$ cat config.mk
export PLATFORM = sky130hd
export DESIGN_NAME = ram_bank_ctrl_flat
export DESIGN_NICKNAME = d
export VERILOG_FILES = /design/src/rtl/ram_bank_ctrl_if.sv /design/src/rtl/ram_bank_ctrl.sv /design/src/flat_wrapper.sv
export SDC_FILE = /design/constraint.sdc
export NUM_CORES = 1
export LEC_CHECK = 0
export CORE_AREA = 10 10 81 83
export CTS_CLUSTER_SIZE = 10
export DETAILED_ROUTE_END_ITERATION = 16
export DIE_AREA = 0 0 91 93
export GPL_TIMING_DRIVEN = 1
export PLACE_DENSITY = 0.85
export SYNTH_ARGS = -nofsm -noshare
export SYNTH_HDL_FRONTEND = slang
export SYNTH_SLANG_ARGS = --single-unit
$ cat constraint.sdc
create_clock -name clk -period 2.35 [get_ports clk]
set_clock_uncertainty 0.1 [all_clocks]
set_input_delay 0.705 -clock clk [delete_from_list [all_inputs] [get_ports clk]]
set_output_delay 0.705 -clock clk [all_outputs]
set_load 0.02 [all_outputs]
$ cat src/rtl/ram_bank_ctrl_if.sv
// Host-side request bus of the parity DRAM bank controller.
// Handshake: the master raises req with wr/addr/wdata stable and holds all of them
// until the slave returns a one-cycle ack; on a read, rdata is valid while ack is high.
interface ram_bank_ctrl_if;
  logic        req;
  logic        wr;
  logic [15:0] addr;
  logic [7:0]  wdata;
  logic [7:0]  rdata;
  logic        ack;

  modport master (
    output req,
    output wr,
    output addr,
    output wdata,
    input  rdata,
    input  ack
  );

  modport slave (
    input  req,
    input  wr,
    input  addr,
    input  wdata,
    output rdata,
    output ack
  );
endinterface

$ cat src/rtl/ram_bank_ctrl.sv
// RAS/CAS sequencer for one 64 KB parity DRAM bank with interleaved RAS-only refresh.
// Optional read parity checking is enabled by defining PARITY_CHECK_EN.
module ram_bank_ctrl #(
  parameter int T_RCD   = 2,
  parameter int T_CAS   = 2,
  parameter int T_RP    = 2,
  parameter int T_RAS   = 3,
  parameter int REF_MAX = 3
) (
  input  logic           clk,
  input  logic           rst_n,
  ram_bank_ctrl_if.slave bus,
  input  logic           ref_tick,
  output logic [7:0]     ref_row,
  output logic [7:0]     ma,
  output logic [7:0]     md_out,
  output logic           mdp_out,
  output logic           md_oe,
  input  logic [7:0]     md_in,
  input  logic           mdp_in,
  output logic           ras_n,
  output logic           cas_n,
  output logic           we_n,
  output logic           par_err,
  input  logic           par_clr,
  output logic [2:0]     state_dbg
);

  typedef enum logic [2:0] {
    IDLE = 3'd0,
    ROW  = 3'd1,
    COL  = 3'd2,
    REF  = 3'd3,
    PRE  = 3'd4
  } state_t;

  // Counter reload values: the counter runs down to zero in the last cycle of a state.
  localparam logic [3:0] RCD_L    = 4'(T_RCD - 1);
  localparam logic [3:0] CAS_L    = 4'(T_CAS - 1);
  localparam logic [3:0] RP_L     = 4'(T_RP - 1);
  localparam logic [3:0] RAS_L    = 4'(T_RAS - 1);
  localparam logic [1:0] PEND_MAX = 2'(REF_MAX);

  state_t     state;
  logic [3:0] cnt;
  logic [1:0] pending;

  logic last;
  logic decide;
  logic want_ref;
  logic ref_done;
  logic rd_sample;

  // The end of PRE takes the same decision as IDLE so back-to-back accesses lose no cycle.
  // A ref_tick arriving with a request wins, so the refresh goes first.
  always_comb begin
    last      = (cnt == 4'd0);
    decide    = (state == IDLE) || ((state == PRE) && last);
    want_ref  = (pending != 2'd0) || ref_tick;
    ref_done  = (state == REF) && last;
    rd_sample = (state == COL) && last && !bus.wr;
  end

  assign state_dbg = state;

  always_ff @(posedge clk or negedge rst_n) begin
    if (!rst_n) begin
      pending <= 2'd0;
    end else begin
      case ({ref_tick, ref_done})
        2'b10: if (pending != PEND_MAX) pending <= pending + 2'd1;
        2'b01: pending <= pending - 2'd1;
        default: pending <= pending;
      endcase
    end
  end

  always_ff @(posedge clk or negedge rst_n) begin
    if (!rst_n) begin
      state     <= IDLE;
      cnt       <= 4'd0;
      ras_n     <= 1'b1;
      cas_n     <= 1'b1;
      we_n      <= 1'b1;
      ma        <= 8'h00;
      md_out    <= 8'h00;
      mdp_out   <= 1'b0;
      md_oe     <= 1'b0;
      bus.ack   <= 1'b0;
      bus.rdata <= 8'h00;
      ref_row   <= 8'h00;
    end else begin
      bus.ack <= 1'b0;
      if (decide) begin
        if (want_ref) begin
          state <= REF;
          cnt   <= RAS_L;
          ras_n <= 1'b0;
          cas_n <= 1'b1;
          we_n  <= 1'b1;
          ma    <= ref_row;
        end else if (bus.req) begin
          state <= ROW;
          cnt   <= RCD_L;
          ras_n <= 1'b0;
          cas_n <= 1'b1;
          we_n  <= 1'b1;
          ma    <= bus.addr[15:8];
        end else begin
          state <= IDLE;
          cnt   <= 4'd0;
        end
      end else begin
        case (state)
          ROW: begin
            if (last) begin
              state   <= COL;
              cnt     <= CAS_L;
              cas_n   <= 1'b0;
              ma      <= bus.addr[7:0];
              we_n    <= ~bus.wr;
              md_oe   <= bus.wr;
              md_out  <= bus.wdata;
              mdp_out <= ~^bus.wdata;
            end else begin
              cnt <= cnt - 4'd1;
            end
          end
          COL: begin
            if (last) begin
              state   <= PRE;
              cnt     <= RP_L;
              ras_n   <= 1'b1;
              cas_n   <= 1'b1;
              we_n    <= 1'b1;
              md_oe   <= 1'b0;
              bus.ack <= 1'b1;
              if (rd_sample) bus.rdata <= md_in;
            end else begin
              cnt <= cnt - 4'd1;
            end
          end
          REF: begin
            if (last) begin
              state   <= PRE;
              cnt     <= RP_L;
              ras_n   <= 1'b1;
              ref_row <= ref_row + 8'd1;
            end else begin
              cnt <= cnt - 4'd1;
            end
          end
          default: cnt <= cnt - 4'd1;
        endcase
      end
    end
  end

`ifdef PARITY_CHECK_EN
  // Stored word plus parity must have odd weight; a clear wins over a fresh error.
  always_ff @(posedge clk or negedge rst_n) begin
    if (!rst_n) begin
      par_err <= 1'b0;
    end else if (par_clr) begin
      par_err <= 1'b0;
    end else if (rd_sample && !(^{md_in, mdp_in})) begin
      par_err <= 1'b1;
    end
  end
`else
  assign par_err = 1'b0;
  logic unused_parity;
  assign unused_parity = ^{par_clr, mdp_in};
`endif

endmodule

$ cat src/flat_wrapper.sv
// flat-port wrapper written by rule: the top's interface ports become plain ports
module ram_bank_ctrl_flat 
#(
  parameter int T_RCD   = 2,
  parameter int T_CAS   = 2,
  parameter int T_RP    = 2,
  parameter int T_RAS   = 3,
  parameter int REF_MAX = 3
)
  (clk, rst_n, ref_tick, ref_row, ma, md_out, mdp_out, md_oe, md_in, mdp_in, ras_n, cas_n, we_n, par_err, par_clr, state_dbg, bus_req, bus_wr, bus_addr, bus_wdata, bus_rdata, bus_ack);
  ram_bank_ctrl_if bus_i ();
  input  logic clk;
  input  logic rst_n;
  input  logic ref_tick;
  output logic [7:0] ref_row;
  output logic [7:0] ma;
  output logic [7:0] md_out;
  output logic mdp_out;
  output logic md_oe;
  input  logic [7:0] md_in;
  input  logic mdp_in;
  output logic ras_n;
  output logic cas_n;
  output logic we_n;
  output logic par_err;
  input  logic par_clr;
  output logic [2:0] state_dbg;
  input wire logic [$bits(bus_i.req)-1:0] bus_req;
  input wire logic [$bits(bus_i.wr)-1:0] bus_wr;
  input wire logic [$bits(bus_i.addr)-1:0] bus_addr;
  input wire logic [$bits(bus_i.wdata)-1:0] bus_wdata;
  output wire logic [$bits(bus_i.rdata)-1:0] bus_rdata;
  output wire logic [$bits(bus_i.ack)-1:0] bus_ack;
  assign bus_i.req = bus_req;
  assign bus_i.wr = bus_wr;
  assign bus_i.addr = bus_addr;
  assign bus_i.wdata = bus_wdata;
  assign bus_rdata = bus_i.rdata;
  assign bus_ack = bus_i.ack;
  ram_bank_ctrl #(.T_RCD(T_RCD), .T_CAS(T_CAS), .T_RP(T_RP), .T_RAS(T_RAS), .REF_MAX(REF_MAX)) u_core (.clk(clk), .rst_n(rst_n), .bus(bus_i), .ref_tick(ref_tick), .ref_row(ref_row), .ma(ma), .md_out(md_out), .mdp_out(mdp_out), .md_oe(md_oe), .md_in(md_in), .mdp_in(mdp_in), .ras_n(ras_n), .cas_n(cas_n), .we_n(we_n), .par_err(par_err), .par_clr(par_clr), .state_dbg(state_dbg));
endmodule
==> metrics.csv, run 1 <==
metric;value;unit
clockBufferDepth;2;
place_area;0.00305;mm2
arrival;1450;ps
syn_to_final_growth;47.4;%
p_total;3.94;mW
power_density;1240;mW/mm2
via_count;1724;
vdd_drop_max;606;uV
final_cell_mix;clkdlybuf4s50_1 (76), dfrtp_1 (44), nand2_1 (28), mux2_2 (17), xnor2_1 (15);
clockRootBuffer;clkbuf_8;
r2r_slack;270;ps
rsz0062_at_grt;no;
wl_per_cell;16.5;um
drtPass1Iterations;4;
n_fill_cell;435;
grt_max_degree;28;
die_h;93;um
dieArea;0.00846;mm2
final-max-slew-violation-count;0;
synth_fp_nets;228;
reg2reg_depth;7;
crit_chain;clkdlybuf4s50_1;
min_path_type;input pin to async pin;
cp_top_family;buffers and inverters;
ios;81;
final_period_minus_worst_setup_slack;2250;ps
cp_num_buf_inv;1;
grt_pass1_vias;1872;
port_buffers;77;
antenna_found_initial;0;
grt_pass1_wl;9650;um
yosysSeqAreaShare;0.549;
n_antenna_cell;0;
dp_slack;-91.0;ps
critPathKind;flop to primary output;
nNetsFinal;316;
gp_congestion;0.805;
vias_per_cell;5.00;
ctsHtreeMaxLevel;2;
r2r-end;u_core.we_n;
setup_viol;0;
fp-row-count;26;
finalCritPeriodShare;0.958;
synth_warnings;0;
worst_ep_required_time;1540;ps
drt_iter0_drc;145;
grt_overflow;0;
synth_top_area_frac;0.512;
async_flop_share;1.00;
final_antenna_net_count;0;
stdcell_area;0.00317;mm2
setup.worst_path.start_class;flop;
post_cts_buffers;0;
final_cell_count_no_fill;345;
fp.coreArea;0.00501;mm2
start_util;0.429;
hpwl;4450;um
postCtsHoldBufs;0;
multiInputGateArea;927;um2
status;finished clean;
path_clk_slew;80;ps
fp.dieW;91;um
drc;0;
dp.cells;338;
cp_max_fo;2;
critPathLaunch;u_core.we_n;
tightest_slew;629;ps
final_common_cell;clkdlybuf4s50_1;
cap_viol_max_count;0;
slowest_stage;clkdlybuf4s50_1;
synth_enable_flop_cells;0;
synth_cell_type_count;35;
end_kind;primary output;
numClockSinks;47;
rr_startpoint;u_core.cnt[0];
cts_tree;done;
clk_latency;300;ps
syn_inst;187;
cpPeakStageDelay;600;ps
ys_ff_latch;47;
drt-total-wl;5710;um
fmax;0.444;GHz
synth_area;0.00215;mm2
seq_area;0.00118;mm2
relSlewSlack;0.581;
synth_top_cell_by_area;dfrtp_1;
synthFlopType;dfrtp_1;
drive_above_1_share;0.193;
leakagePower;1.30;nW
setup_tns;0;ps
synth.avg_cell_area;11.5;um2
grt_usage;0.142;
hold_viol;0;
cts_made_buffers;5;
worst_slack;98.5;ps
yosys-top-cells-area;dfrtp_1 (51%), mux2_2 (8.9%), xnor2_1 (6.1%);
## kinds of logic after synthesis
| family | share of synthesized area |
|---|---|
| xor gates and xnor gates | 0.0733 |
| and+or+nand+nor | 0.133 |
| AOI/OAI and AO/OA | 0.114 |
| muxes | 0.0937 |
| DFF | 0.549 |
| other | 0.00174 |
| adders and majority gates | 0.0116 |
| buffers and inverters | 0.0239 |
## area by class of cell
type	count	area share
repair buffers	88	0.268
clock inverters	2	0.0118
multi-input cells	128	0.293
clock buffers	5	0.0217
flip-flops and latches	47	0.372
inverters	5	0.00592
well taps	70	0.0276
## worst max-delay path by stage
stage,end,cells past startpoint
2_1_floorplan,u_core.bus.rdata[0],6
3_3_place_gp,u_core.ma[1],5
3_5_place_dp,u_core.ma[6],5
4_1_cts,u_core.ma[6],6
5_1_grt,ref_row[0],1
6_report,we_n,1
## power breakdown
group          leakage [nW]  total, mW  internal [mW]  switching (mW)
logic                 0.698       1.97           1.02           0.944
registers             0.556       1.39           1.16           0.234
clock network        0.0502      0.582          0.311           0.271
## worst reg2reg max path: stages (launching register included)
cell and delay, ps:
dfrtp_1 380, inv_1 80, ha_1 210, nor3b_2 300, o21ai_0 200, buf_4 190
o22ai_1 310, a2bb2oi_1 230
## per-layer routing
metal | up-vias | track usage | routed length (um)
li1 | 834 | - | -
met1 | 831 | 0.165 | 2440
met2 | 54 | 0.237 | 2820
met3 | 5 | 0.0488 | 373
met4 | 0 | 0.0509 | 64
met5 | - | 0 | 0
## synth_stat cells, drive strengths merged (2+ instances only)
cell type,number
xnor2,15
dfstp,3
mux2,17
o22ai,2
buf,3
a21oi,3
o221a,9
xor2,3
ha,2
and3,3
inv,5
nor3,3
nand3,9
nor2,9
o21a,2
dfrtp,44
nand4,2
nand2,28
o21ai,9
clkbuf,4
## state kept, by name, summed over array words and instances, names as in the netlist, 2 cells and up
name and flops:
u_core.cnt 4, u_core.ma 8, u_core.bus.rdata 8, u_core.state_dbg 3
u_core.ref_row 8, u_core.pending 2, u_core.md_out 8
## stage by stage
step	util	hold slack [ps]
floorplan	-	309
global placement	0.609	384
detailed placement	0.609	392
CTS	0.631	329
global route	0.632	347
finish	0.632	314
## repair_timing
action,4_1_cts,5_1_grt
endpoints found under the setup margin,0,9
gates resized for setup,0,2
endpoints found under the hold margin,0,0
Note: power is estimated with default switching activity, not from simulation.
==> run 2: changes to the inputs <==
- CAP_MARGIN: default -> 20
- CORE_AREA: 10 10 81 83 -> 10 10 88 90
- CTS_CLUSTER_SIZE: 10 -> 24
- DIE_AREA: 0 0 91 93 -> 0 0 98 100
- PLACE_DENSITY: 0.85 -> 0.73
==> metrics.csv, run 2 (synthesis results as in run 1) <==
metric;value;unit;change
min_path_type;input pin to async pin;;
rsz0062_at_grt;no;;
setup_tns;0;ps;unchanged
grt_pass1_wl;9410;um;-2.5%
dieArea;0.00980;mm2;+16%
die_h;100;um;+7.5%
worst_ep_required_time;1540;ps;about the same
power_density;1250;mW/mm2;+0.23%
cap_viol_max_count;0;;unchanged
final-max-slew-violation-count;0;;unchanged
slowest_stage;clkdlybuf4s50_1;;
clockRootBuffer;clkbuf_8;;
via_count;1690;;-2.0%
drtPass1Iterations;5;;+1
gp_congestion;0.782;;-2.8%
setup.worst_path.start_class;flop;;
cp_max_fo;2;;unchanged
grt_max_degree;39;;+39%
start_util;0.351;;-0.0785
post_cts_buffers;0;;unchanged
arrival;1450;ps;about the same
grt_overflow;0;;unchanged
ctsHtreeMaxLevel;2;;unchanged
numClockSinks;47;;unchanged
hold_viol;0;;unchanged
clockBufferDepth;2;;unchanged
vdd_drop_max;564;uV;-7.0%
drt_iter0_drc;115;;-21%
hpwl;4460;um;+0.30%
final_period_minus_worst_setup_slack;2250;ps;+0.301 ps
drive_above_1_share;0.192;;-0.000698
fmax;0.444;GHz;about the same
cp_top_family;buffers and inverters;;
path_clk_slew;90;ps;about the same
post_cts_resized;0;;unchanged
ios;81;;unchanged
stdcell_area;0.00320;mm2;+0.87%
nNetsFinal;316;;unchanged
grt_usage;0.117;;-0.0249
grt_pass1_vias;1844;;-1.5%
fp-row-count;29;;+12%
fp.coreArea;0.00613;mm2;+22%
crit_chain;clkdlybuf4s50_1;;
cts_made_buffers;5;;unchanged
status;finished clean;;
antenna_found_initial;0;;unchanged
cp_num_buf_inv;1;;unchanged
final_antenna_net_count;0;;unchanged
leakagePower;1.32;nW;+0.97%
cts_tree;done;;
n_antenna_cell;0;;unchanged
final_cell_mix;clkdlybuf4s50_1 (76), dfrtp_1 (44), nand2_1 (28), mux2_2 (17), xnor2_1 (15);;
drt-total-wl;5790;um;+1.5%
fp.dieW;98;um;+7.7%
end_kind;primary output;;
vias_per_cell;4.79;;-4.2%
syn_to_final_growth;48.7;%;
finalCritPeriodShare;0.958;;about the same
critPathKind;flop to primary output;;
clk_latency;300;ps;about the same
port_buffers;77;;unchanged
cpPeakStageDelay;610;ps;about the same
wl_per_cell;16.4;um;-0.84%
place_area;0.00307;mm2;+0.70%
postCtsHoldBufs;0;;unchanged
final_common_cell;clkdlybuf4s50_1;;
drc;0;;unchanged
setup_viol;0;;unchanged
-- run 2: cell types whose count changed in the layout (fill, tap and decap cells not counted) --
cell        previous run  this run
clkbuf_8               5         6
nor3b_1                0         1
buf_4                 11        10
clkinvlp_4             1         0
clkinv_2               0         1
nor3b_2                1         0
buf_12                 0         1
-- run 2: final timing paths --
kind	startpoint	endpoint	slack, ps	depth (start not counted)
worst min-delay path	rst_n	u_core.md_out[0]	160	1
min in group clk	u_core.ref_row[7]	u_core.ref_row[7]	410	1
worst max register to register	u_core.cnt[0]	u_core.we_n	200	7
worst min register to register	u_core.ref_row[7]	u_core.ref_row[7]	410	1
max in group asynchronous	rst_n	u_core.we_n	1450	2
worst max-delay path	u_core.ras_n	ras_n	100	1
-- run 2: per-stage QoR --
| step | power (mW) | hold WS, ps | setup WS, ps | util | std cells |
|---|---|---|---|---|---|
| floorplan | 2.51 | 309 | 329 | - | 187 |
| global placement | 3.35 | 362 | -143 | 0.501 | 345 |
| detailed placement | 3.41 | 396 | -170 | 0.501 | 345 |
| CTS | 4.04 | 154 | 67.3 | 0.521 | 353 |
| global route | 4.25 | 153 | 34.9 | 0.521 | 353 |
| finish | 3.99 | 156 | 98.2 | 0.521 | 353 |
-- run 2: area by class of cell --
| class | instances | area [um2] |
|---|---|---|
| tap | 77 | 96.3 |
| clock inverter | 2 | 35.0 |
| clock buffer | 6 | 82.6 |
| fill | 536 | 2940 |
| inverter | 5 | 18.8 |
| multi-input combinational | 128 | 922 |
| sequential | 47 | 1180 |
| timing repair buffer | 88 | 861 |
-- run 2: routing by layer --
metal  GRT usage  routed length [um]
met2       0.191                2740
met4      0.0336                  63
met5           0                   0
met1       0.137                2540
met3      0.0474                 446
-- run 2: power by group --
group          total [mW]  switching, mW  internal, mW
sequential           1.39          0.234          1.16
clock               0.614          0.270         0.344
combinational        1.98          0.955          1.02
==> run 3: changes to the inputs <==
--- a/config.mk
+++ b/config.mk
@@ -13,4 +13,5 @@
 export GPL_TIMING_DRIVEN = 1
 export PLACE_DENSITY = 0.73
+export SLEW_MARGIN = 20
 export SYNTH_ARGS = -nofsm -noshare
 export SYNTH_HDL_FRONTEND = slang
==> constraint.sdc (replaced) <==
create_clock -name clk -period 2.35 [get_ports clk]
set_clock_uncertainty 0.1 [all_clocks]
set_input_delay 0.47 -clock clk [delete_from_list [all_inputs] [get_ports clk]]
set_output_delay 0.47 -clock clk [all_outputs]
set_load 0.02 [all_outputs]
==> metrics.csv, run 3 (synthesis results as in run 1) <==
metric;value;unit;change
hold_viol;0;;unchanged
fmax;0.460;GHz;+3.6%
slowest_stage;clkdlybuf4s50_1;;
switching_share;0.371;;+0.00496
ios;81;;unchanged
crit_chain;clkdlybuf4s50_1;;
grt_use_met3;0.0460;;-0.00137
status;finished clean;;
vdd_drop_max;578;uV;+2.5%
r2r_slack;320;ps;+120 ps
top_usage_layer;met2;;
dieArea;0.00980;mm2;unchanged
final_cell_mix;clkdlybuf4s50_1 (76), dfrtp_1 (44), nand2_1 (28), mux2_2 (17), xnor2_1 (15);;
rr_startpoint;u_core.cnt[0];;
worstHoldStart;u_core.ref_row[7];;
die_h;100;um;unchanged
drive_above_1_share;0.183;;-0.00888
fp-row-count;29;;unchanged
drt_iter0_drc;117;;+1.7%
syn_to_final_growth;47.8;%;
cts_made_buffers;5;;unchanged
intPower;2.49;mW;-1.4%
end_kind;primary output;;
fp.coreArea;0.00613;mm2;unchanged
clk_latency;310;ps;about the same
grtUsageMet2;0.185;;-0.00609
r2r-end;u_core.bus.rdata[5];;
p_comb_frac;0.482;;-0.014
setup_tns;0;ps;unchanged
vias_per_cell;4.85;;+1.3%
switchingPower;1.47;mW;+0.77%
grt_max_degree;30;;-23%
arrival;1600;ps;+150 ps
via_count;1698;;+0.47%
min_path_type;flop to flop;;
cp_num_buf_inv;1;;unchanged
worst_ep_required_time;1780;ps;+240 ps
numClockSinks;47;;unchanged
n_fill_cell;536;;unchanged
drtPass1Iterations;4;;-1
cp_max_fo;14;;+12
grt_pass1_vias;1777;;-3.6%
clockBufferDepth;2;;unchanged
p_total;3.96;mW;-0.57%
antenna_found_initial;0;;unchanged
wl_per_cell;16.3;um;-0.59%
leakagePower;1.30;nW;-1.4%
hold_depth;1;;
drt-total-wl;5710;um;-1.4%
finalCritPeriodShare;0.925;;-0.0330
reg2reg_depth;6;;-1
ctsHtreeMaxLevel;2;;unchanged
final_common_cell;clkdlybuf4s50_1;;
clockRootBuffer;clkbuf_8;;
cap_viol_max_count;0;;unchanged
cpPeakStageDelay;700;ps;+90 ps
nNetsFinal;313;;-0.95%
cts_tree;done;;
p_clk_frac;0.155;;about the same
hpwl;4470;um;+0.17%
hold_path_end;u_core.ref_row[7];;
start_util;0.351;;unchanged
path_clk_slew;90;ps;about the same
power_density;1250;mW/mm2;about the same
post_cts_buffers;0;;unchanged
cp_top_family;buffers and inverters;;
fp.dieW;98;um;unchanged
grt_pass1_wl;9220;um;-2.1%
grt_usage;0.115;;-0.00145
dp_slack;65.9;ps;+236 ps
setup.worst_path.start_class;flop;;
final_period_minus_worst_setup_slack;2170;ps;-77.6 ps
gp_congestion;0.774;;-1.1%
port_buffers;77;;unchanged
use_met1;0.138;;+0.000451
setup_viol;0;;unchanged
n_antenna_cell;0;;unchanged
stdcell_area;0.00318;mm2;-0.55%
place_area;0.00304;mm2;-0.98%
final-max-slew-violation-count;0;;unchanged
drc;0;;unchanged
critPathKind;flop to primary output;;
final_antenna_net_count;0;;unchanged
rsz0062_at_grt;no;;
worst_slack;176;ps;+77.6 ps
power_frac_seq;0.363;;+0.014
hold_ws;399;ps;+243 ps
grt_overflow;0;;unchanged
[run 3: worst max path at each step]
stage                              from  cells after the start                   to
CTS                       u_core.cnt[0]                      6         u_core.ma[0]
floorplan                 u_core.cnt[0]                      6  u_core.bus.rdata[0]
finish              u_core.state_dbg[1]                      1         state_dbg[1]
global route        u_core.state_dbg[1]                      1         state_dbg[1]
detailed placement             ref_tick                      5         u_core.ma[3]
global placement               ref_tick                      5         u_core.ma[3]
[run 3: what timing repair did]
action	4_1_cts	5_1_grt
setup endpoints to repair	0	8
hold buffers	1	0
hold endpoints to repair	2	0
resized for setup	0	2
[run 3: final cells by class]
class                   instances  area, um2  share of cell area
inverters                       5       18.8             0.00591
repair buffers                 85        841               0.265
clock buffers                   5       68.8              0.0217
clock inverters                 3       46.3              0.0146
flip-flops and latches         47       1180               0.371
well taps                      77       96.3              0.0303
multi-input cells             128        927               0.292
[run 3: per-layer routing]
metal / part of all wire / wire length (um)
met1: 0.42 / 2420
met2: 0.49 / 2800
met3: 0.073 / 417
met4: 0.013 / 76
met5: 0 / 0
[run 3: power groups by stage]
stage	sequential (mW)	combinational, mW	clock [mW]
floorplan	1.77	0.737	0
global route	1.49	2.07	0.671
CTS	1.44	1.94	0.636
global placement	1.44	1.90	0
detailed placement	1.45	1.93	0
finish	1.44	1.91	0.615
[run 3: stage by stage]
stage,cells,utilization
finish,350,0.518
CTS,350,0.517
global placement,341,0.496
global route,350,0.518
floorplan,187,-
detailed placement,341,0.496
